**src/rtl/opstage_pkg.sv**
```systemverilog
// opstage_pkg: shared widths, ALU_control codes and immediate/ctrl helpers for the operand stage.
package opstage_pkg;
   localparam int DW   = 32;
   localparam int NREG = 32;
   localparam int IMMW = 16;
   localparam int AW   = $clog2(NREG);
   localparam logic [3:0] ALU_AND  = 4'b0000;
   localparam logic [3:0] ALU_OR   = 4'b0001;
   localparam logic [3:0] ALU_ADD  = 4'b0010;
   localparam logic [3:0] ALU_SUB  = 4'b0110;
   localparam logic [3:0] ALU_SLT  = 4'b0111;
   localparam logic [3:0] ALU_NOR  = 4'b1100;
   localparam logic [3:0] ALU_NAND = 4'b1101;

   function automatic logic is_legal_ctrl(input logic [3:0] c);
      return c inside {ALU_AND, ALU_OR, ALU_ADD, ALU_SUB, ALU_SLT, ALU_NOR, ALU_NAND};
   endfunction

   // Arithmetic ops see a signed immediate, logical ops an unsigned one.
   function automatic logic [DW-1:0] ext_imm(input logic [3:0] c, input logic [IMMW-1:0] imm);
      return (c == ALU_ADD || c == ALU_SUB || c == ALU_SLT) ? {{(DW-IMMW){imm[IMMW-1]}}, imm}
                                                          : {{(DW-IMMW){1'b0}}, imm};
   endfunction
endpackage

```
**src/rtl/op_regfile.sv**
```systemverilog
// op_regfile: NREG x DW register file, two async read ports, one sync write port, R0 hardwired to 0.
module op_regfile
   import opstage_pkg::*;
(
   input  logic          clk,
   input  logic          rst,
   input  logic          we,
   input  logic [AW-1:0] waddr,
   input  logic [DW-1:0] wdata,
   input  logic [AW-1:0] raddr_a,
   input  logic [AW-1:0] raddr_b,
   output logic [DW-1:0] rdata_a,
   output logic [DW-1:0] rdata_b
);
   logic [DW-1:0] regs [NREG];

   always_ff @(posedge clk or posedge rst)
      if (rst) regs <= '{default: '0};
      else if (we && waddr != '0) regs[waddr] <= wdata;

   assign rdata_a = (raddr_a == '0) ? '0 : regs[raddr_a];
   assign rdata_b = (raddr_b == '0) ? '0 : regs[raddr_b];
endmodule

```
**src/rtl/alu_operand_stage.sv**
```systemverilog
// alu_operand_stage: operand fetch and output slot feeding the ALU.
// OPSTAGE_BYPASS_EN selects write-through bypass; otherwise a writeback hazard costs one stall cycle.
module alu_operand_stage
   import opstage_pkg::*;
(
   input  logic            clk_i,
   input  logic            rst_i,
   input  logic            req_valid_i,
   output logic            req_ready_o,
   input  logic [AW-1:0]   rs_i,
   input  logic [AW-1:0]   rt_i,
   input  logic [AW-1:0]   rd_i,
   input  logic [IMMW-1:0] imm_i,
   input  logic            use_imm_i,
   input  logic [3:0]      ctrl_i,
   input  logic            flush_i,
   output logic            ex_valid_o,
   input  logic            ex_ready_i,
   output logic [DW-1:0]   src1_o,
   output logic [DW-1:0]   src2_o,
   output logic [3:0]      alu_ctrl_o,
   output logic [AW-1:0]   rd_o,
   output logic            illegal_o,
   input  logic            wb_we_i,
   input  logic [AW-1:0]   wb_addr_i,
   input  logic [DW-1:0]   wb_data_i
);
   logic [DW-1:0] rf_a, rf_b, rd_a, rd_b;
   logic          hazard_stall, accept, legal, slot_free;

   op_regfile u_rf (
      .clk(clk_i), .rst(rst_i), .we(wb_we_i), .waddr(wb_addr_i), .wdata(wb_data_i),
      .raddr_a(rs_i), .raddr_b(rt_i), .rdata_a(rf_a), .rdata_b(rf_b)
   );

   assign slot_free = ~ex_valid_o | ex_ready_i;
`ifdef OPSTAGE_BYPASS_EN
   assign rd_a         = (wb_we_i && wb_addr_i == rs_i && rs_i != '0) ? wb_data_i : rf_a;
   assign rd_b         = (wb_we_i && wb_addr_i == rt_i && rt_i != '0) ? wb_data_i : rf_b;
   assign hazard_stall = 1'b0;
`else
   assign rd_a         = rf_a;
   assign rd_b         = rf_b;
   assign hazard_stall = req_valid_i & slot_free & wb_we_i & (wb_addr_i != '0) &
                         ((wb_addr_i == rs_i) | (~use_imm_i & (wb_addr_i == rt_i)));
`endif

   assign req_ready_o = slot_free & ~hazard_stall;
   assign accept      = req_valid_i & req_ready_o;
   assign legal       = is_legal_ctrl(ctrl_i);

   always_ff @(posedge clk_i or posedge rst_i)
      if (rst_i) begin
         ex_valid_o <= 1'b0;
         src1_o     <= '0;
         src2_o     <= '0;
         alu_ctrl_o <= '0;
         rd_o       <= '0;
         illegal_o  <= 1'b0;
      end else begin
         illegal_o <= accept & ~legal;
         if (flush_i) ex_valid_o <= 1'b0;
         else if (accept) begin
            ex_valid_o <= legal;
            if (legal) begin
               src1_o     <= rd_a;
               src2_o     <= use_imm_i ? ext_imm(ctrl_i, imm_i) : rd_b;
               alu_ctrl_o <= ctrl_i;
               rd_o       <= rd_i;
            end
         end else if (ex_ready_i) ex_valid_o <= 1'b0;
      end
endmodule
```
**config.mk**
```make
export PLATFORM = sky130hd
export DESIGN_NAME = alu_operand_stage
export DESIGN_NICKNAME = d
export VERILOG_FILES = /design/src/rtl/opstage_pkg.sv /design/src/rtl/op_regfile.sv /design/src/rtl/alu_operand_stage.sv
export SDC_FILE = /design/constraint.sdc
export NUM_CORES = 2
export LEC_CHECK = 0
export BUFFER_PORTS_ARGS = -buffer_cell sky130_fd_sc_hd__buf_4
export CAP_MARGIN = 5
export CORE_UTILIZATION = 61
export DETAILED_ROUTE_END_ITERATION = 8
export PLACE_DENSITY = 0.78
export SETUP_SLACK_MARGIN = 0.2
export SLEW_MARGIN = 0
export SYNTH_ARGS = -nofsm -noshare
export SYNTH_HDL_FRONTEND = slang
export SYNTH_SLANG_ARGS = --single-unit
```
**constraint.sdc**
```tcl
create_clock -name clk_i -period 50.9 [get_ports clk_i]
set_clock_uncertainty 0.1 [all_clocks]
set_input_delay 5.09 -clock clk_i [delete_from_list [all_inputs] [get_ports clk_i]]
set_output_delay 5.09 -clock clk_i [all_outputs]
set_load 0.03 [all_outputs]
```
# After elaboration in Yosys (flattened, before gate mapping)
# Index checks and enable logic that the tools add are counted.
# classes
reduce_logical	11
mux	16
n_lt_le_gt_ge	4
eq_ne	8
n_bitwise	18
# op_table
op	n
1024-bit bitwise mux	1
32-bit binary-select mux with 5-bit select	2
32-bit two-way mux	9
32-bit demux with 5-bit select	1
6-bit >= comparator (second input constant)	3
5-bit NOT with 6-bit output	3
5-bit == test	2
5-bit zero test	2
1-bit AND	8
4-bit by 3-bit == test with 1-bit output (second input constant)	2
4-bit == test (second input constant)	2
7-bit nonzero test	1
6-bit by 1-bit less-than comparator with 1-bit output (second input constant)	1
1-bit NOT	5
5-bit nonzero test	1
4-bit by 1-bit == test with 1-bit output (second input constant)	1
4-bit by 2-bit == test with 1-bit output (second input constant)	1
4-bit zero test	1
1-bit two-way mux	3
3-bit AND reduction	1
3-bit nonzero test	1
1-bit logical AND	2
1-bit logical OR	2
1-bit bitwise OR	2
# totals
output_inout_bits	76
wordCells	95
ff_bits	1099

# Depth between registers and ports, before layout
# depth
ltp_word	11
mapped_depth	10
depth_no_buf	6

# Cells and area by module
# A second synthesis with hierarchy kept.
# unflattened
cells_unflattened	3935
hier_area_um2	58427.3
# modules_own_cells
mod	area_each_um2	n_inst	cells_per_inst
op_regfile	54732.5	1	3692
alu_operand_stage	3694.8	1	243

# Worst setup path after synthesis
# OpenSTA, ideal clock, no wires.
# synth_path
kind	input-to-output
from	in rt_i[1]
to	out req_ready_o
path_buffers	1
setup_slack_ps	39433
stages	6
t_required_ps	45710
arrival_time_ps	6277
path_cell_list	buf_2 xnor2_1 nand4_1 o32ai_2 nand4_1 and2_1
# synth_via
elab_chain_len	6
# synth_rtl
item	line_no	text
from (decl)	alu_operand_stage.sv:11	input logic [AW-1:0] rt_i,
5-bit == test	alu_operand_stage.sv:45	((wb_addr_i == rs_i) | (~use_imm_i & (wb_addr_i == rt_i)));
1-bit AND	alu_operand_stage.sv:45	
1-bit bitwise OR	alu_operand_stage.sv:45	
1-bit AND	alu_operand_stage.sv:44	assign hazard_stall = req_valid_i & slot_free & wb_we_i & (wb_addr_i != '0) &
1-bit NOT	alu_operand_stage.sv:48	assign req_ready_o = slot_free & ~hazard_stall;
1-bit AND	alu_operand_stage.sv:48	
to (decl)	alu_operand_stage.sv:9	output logic req_ready_o,
# Every way passes these cells.

# Worst setup path after layout
# Ends and elaborated chain as after synthesis.

==> qor.txt <==
outcome: finished, violations left
violated checks: design-rule violations
Post-DP HPWL: 98.5 mm
Die Wd: 309 um
R2R Path End: src1_o[4]
Layout area overhead: 9.44%
setup violators final: 0
Crit. End Element: output port
worst reg2reg path depth: 6
number of synthesized flops with an enable pin: 0
TritonCTS clock tree: yes
die area: 95400 um^2
RePlAce Congestion: 0.850
CTS buffer count: 112
Top FF cell, synth: dfrtp_1
Iter 0 DRT Violations: 4311
worst reg2reg setup slack: 47.50 ns
min cycle time layout: 12.68 ns
LEAKAGE: 0.0279 uW
Cells after Synth: 3973
Worst Setup Start Kind: input port
Cell variety after synth: 49
main area contributors after synthesis: dfrtp_1 48%, mux2_2 19%, mux4_2 16%, mux2i_1 5.8%, a221oi_1 1.7%
Port-buffer cells: 154
cell area after synthesis: 57400 um^2
Fin. Hold Viols: 0
share of layout cells above drive strength 1: 46.9%
HP Class: reg2reg
Hold Path End: u_rf.regs[1023]
post-CTS setup repair buffer count: 0
cell taking the most area after synthesis: dfrtp_1
CP Max Fanout: 49
maxcap violations: 0
CTS clk-pin slew, worst paths: 0.06 ns
async set-or-reset flop fraction in the synthesized netlist: 100%
DR pass1 iterations: 9
vias post-DR: 38200
CTS Hold Buffers Added: 0
Pwr Density: 40.5 nW/um^2
gr usage total: 37.5%
WL final: 175 mm
worst-case hold slack: 0.298 ns
Chip Height: 309 um
slew at the pin closest to its max-slew limit: 1.23 ns
sequential cell area: 27500 um^2
hold path depth: 0
most frequent cell after synthesis: dfrtp_1
RR Startpoint: ex_valid_o
Routed Antenna Nets: 0
Site Rows: 112
Slew Viols, Final: 0
vias in the first global route: 38700
min-delay src: u_rf.regs[1023]
Yosys reg bits: 1099
Synth top area share: 47.9%
vias per std cell: 7.31
RSZ-0062 raised after global routing: no
area of the core: 93300 um^2
root buf cell: clkbuf_16
H-tree levels: 3
DRC Markers: 4
# resized after CTS: 0
Synth top cells by count: 1099 x dfrtp_1, 991 x mux2_2, 417 x mux4_2
TNS Setup: 0 ns
Setup Crit Path Kind: in2out
register area share after synthesis: 47.9%
largest net degree at the start of global routing: 176
net count after synthesis: 4052
IO Count: 155
maximum root-to-sink buffer count: 3
Initial Util: 61.5%
mean routed wirelength per cell: 33.5 um
critical path required time: 45.71 ns
Syn. warnings: 0
Mean Syn Cell Area: 14.5 um^2
final-stage net count: 3956
Worst-Skew Late Latency: 0.70 ns
antenna violations before repair: 16
first-pass GRT wire length: 260 mm
CP arrival: 7.49 ns
Final Util: 67.3%
final period utilization: 24.9%
total global routing overflow: 0
Rel. slew slack: 17.7%
Fillers: 6567
f_max: 78.8 MHz
# clock sinks: 1099
Worst VDD drop: 36.1 uV
area of the multi-input gates: 28200 um^2
==> sequential cells by signal, indices dropped and copies added, names as in the netlist <==
| signal | count |
|---|---|
| src1_o | 32 |
| rd_o | 5 |
| ex_valid_o | 1 |
| u_rf.regs | 1024 |
| alu_ctrl_o | 4 |
| illegal_o | 1 |
| src2_o | 32 |
==> cells in the final DEF, fill, tap and decap left out, drive strengths merged, types with 2 or more instances in the layout <==
cell / count
a32oi: 4
nand3: 103
inv: 7
nand4: 4
dfrtp: 1099
nand2b: 4
a21oi: 13
mux2: 992
clkinv: 25
mux2i: 332
nand2: 156
clkbuf: 165
bufinv: 7
and3: 2
diode: 11
o22ai: 33
xnor2: 9
a221o: 12
a221oi: 112
and2: 2
a22oi: 56
o21ai: 76
a31oi: 2
nor2: 37
o211ai: 15
buf: 232
nand4b: 2
nor2b: 4
o32a: 17
or2: 2
mux4: 417
nor3b: 4
clkinvlp: 3
nor3: 2
nand3b: 5
==> cells by family after synthesis <==
family          count (synthesis)  synth area share, %
buf+inv                       448                 3.30
xor+xnor                       10                0.153
compound gates                344                 4.47
simple gates                  331                 2.60
mux                          1741                 41.6
flops                        1099                 47.9
==> per-stage QoR <==
stage	cell area [um^2]	instances	total power, uW	setup slack (ns)
after global placement	59200	5017	1690	38.29
after detailed placement	59200	5017	1720	38.33
final	62900	5229	2540	38.22
after CTS	62800	5218	2540	38.33
after floorplan	57400	3973	1560	14.77
after global routing	62800	5227	2640	38.14
==> report_power, final <==
part	total [uW]	leakage, uW	switching, uW	internal (uW)
Combinational	537	0.0120	239	298
Clock	827	0.00181	351	476
Sequential	1180	0.0141	136	1040
==> worst max-delay path by stage <==
| stage | start | to | slack [ns] |
|---|---|---|---|
| CTS | rt_i[1] | req_ready_o | 38.33 |
| finish | rt_i[1] | req_ready_o | 38.22 |
| global route | rt_i[1] | req_ready_o | 38.14 |
| detailed placement | rt_i[1] | req_ready_o | 38.33 |
| floorplan | rst_i | alu_ctrl_o[0] | 14.77 |
| global placement | rt_i[1] | req_ready_o | 38.29 |
==> layer usage <==
| metal | global-route usage [%] | up-vias | wire length, um | part of all wire, % |
|---|---|---|---|---|
| li1 | - | 15100 | - | - |
| met3 | 10.6 | 514 | 20000 | 11 |
| met1 | 52.2 | 20300 | 67300 | 38 |
| met2 | 54.6 | 2341 | 78400 | 45 |
| met5 | 0 | - | 28 | 0.016 |
| met4 | 18.5 | 4 | 9360 | 5.3 |
==> final cells by class <==
type	instances	share of cell area [%]
antenna	11	0.0438
clock buffer	163	5.18
clock inverter	38	0.617
inverter	4	0.0378
multi-input combinational	2426	44.9
sequential	1099	43.8
tap	1254	2.50
timing repair buffer	234	2.97
==> critical path, stage by stage <==
cell	delay [ns]
clkbuf_8	0.53
xnor2_1	0.20
nand4_1	0.12
o32ai_2	0.44
nand4_1	0.54
and2_1	0.38
buf_4	0.17
Note: power is estimated with default switching activity, not from simulation.
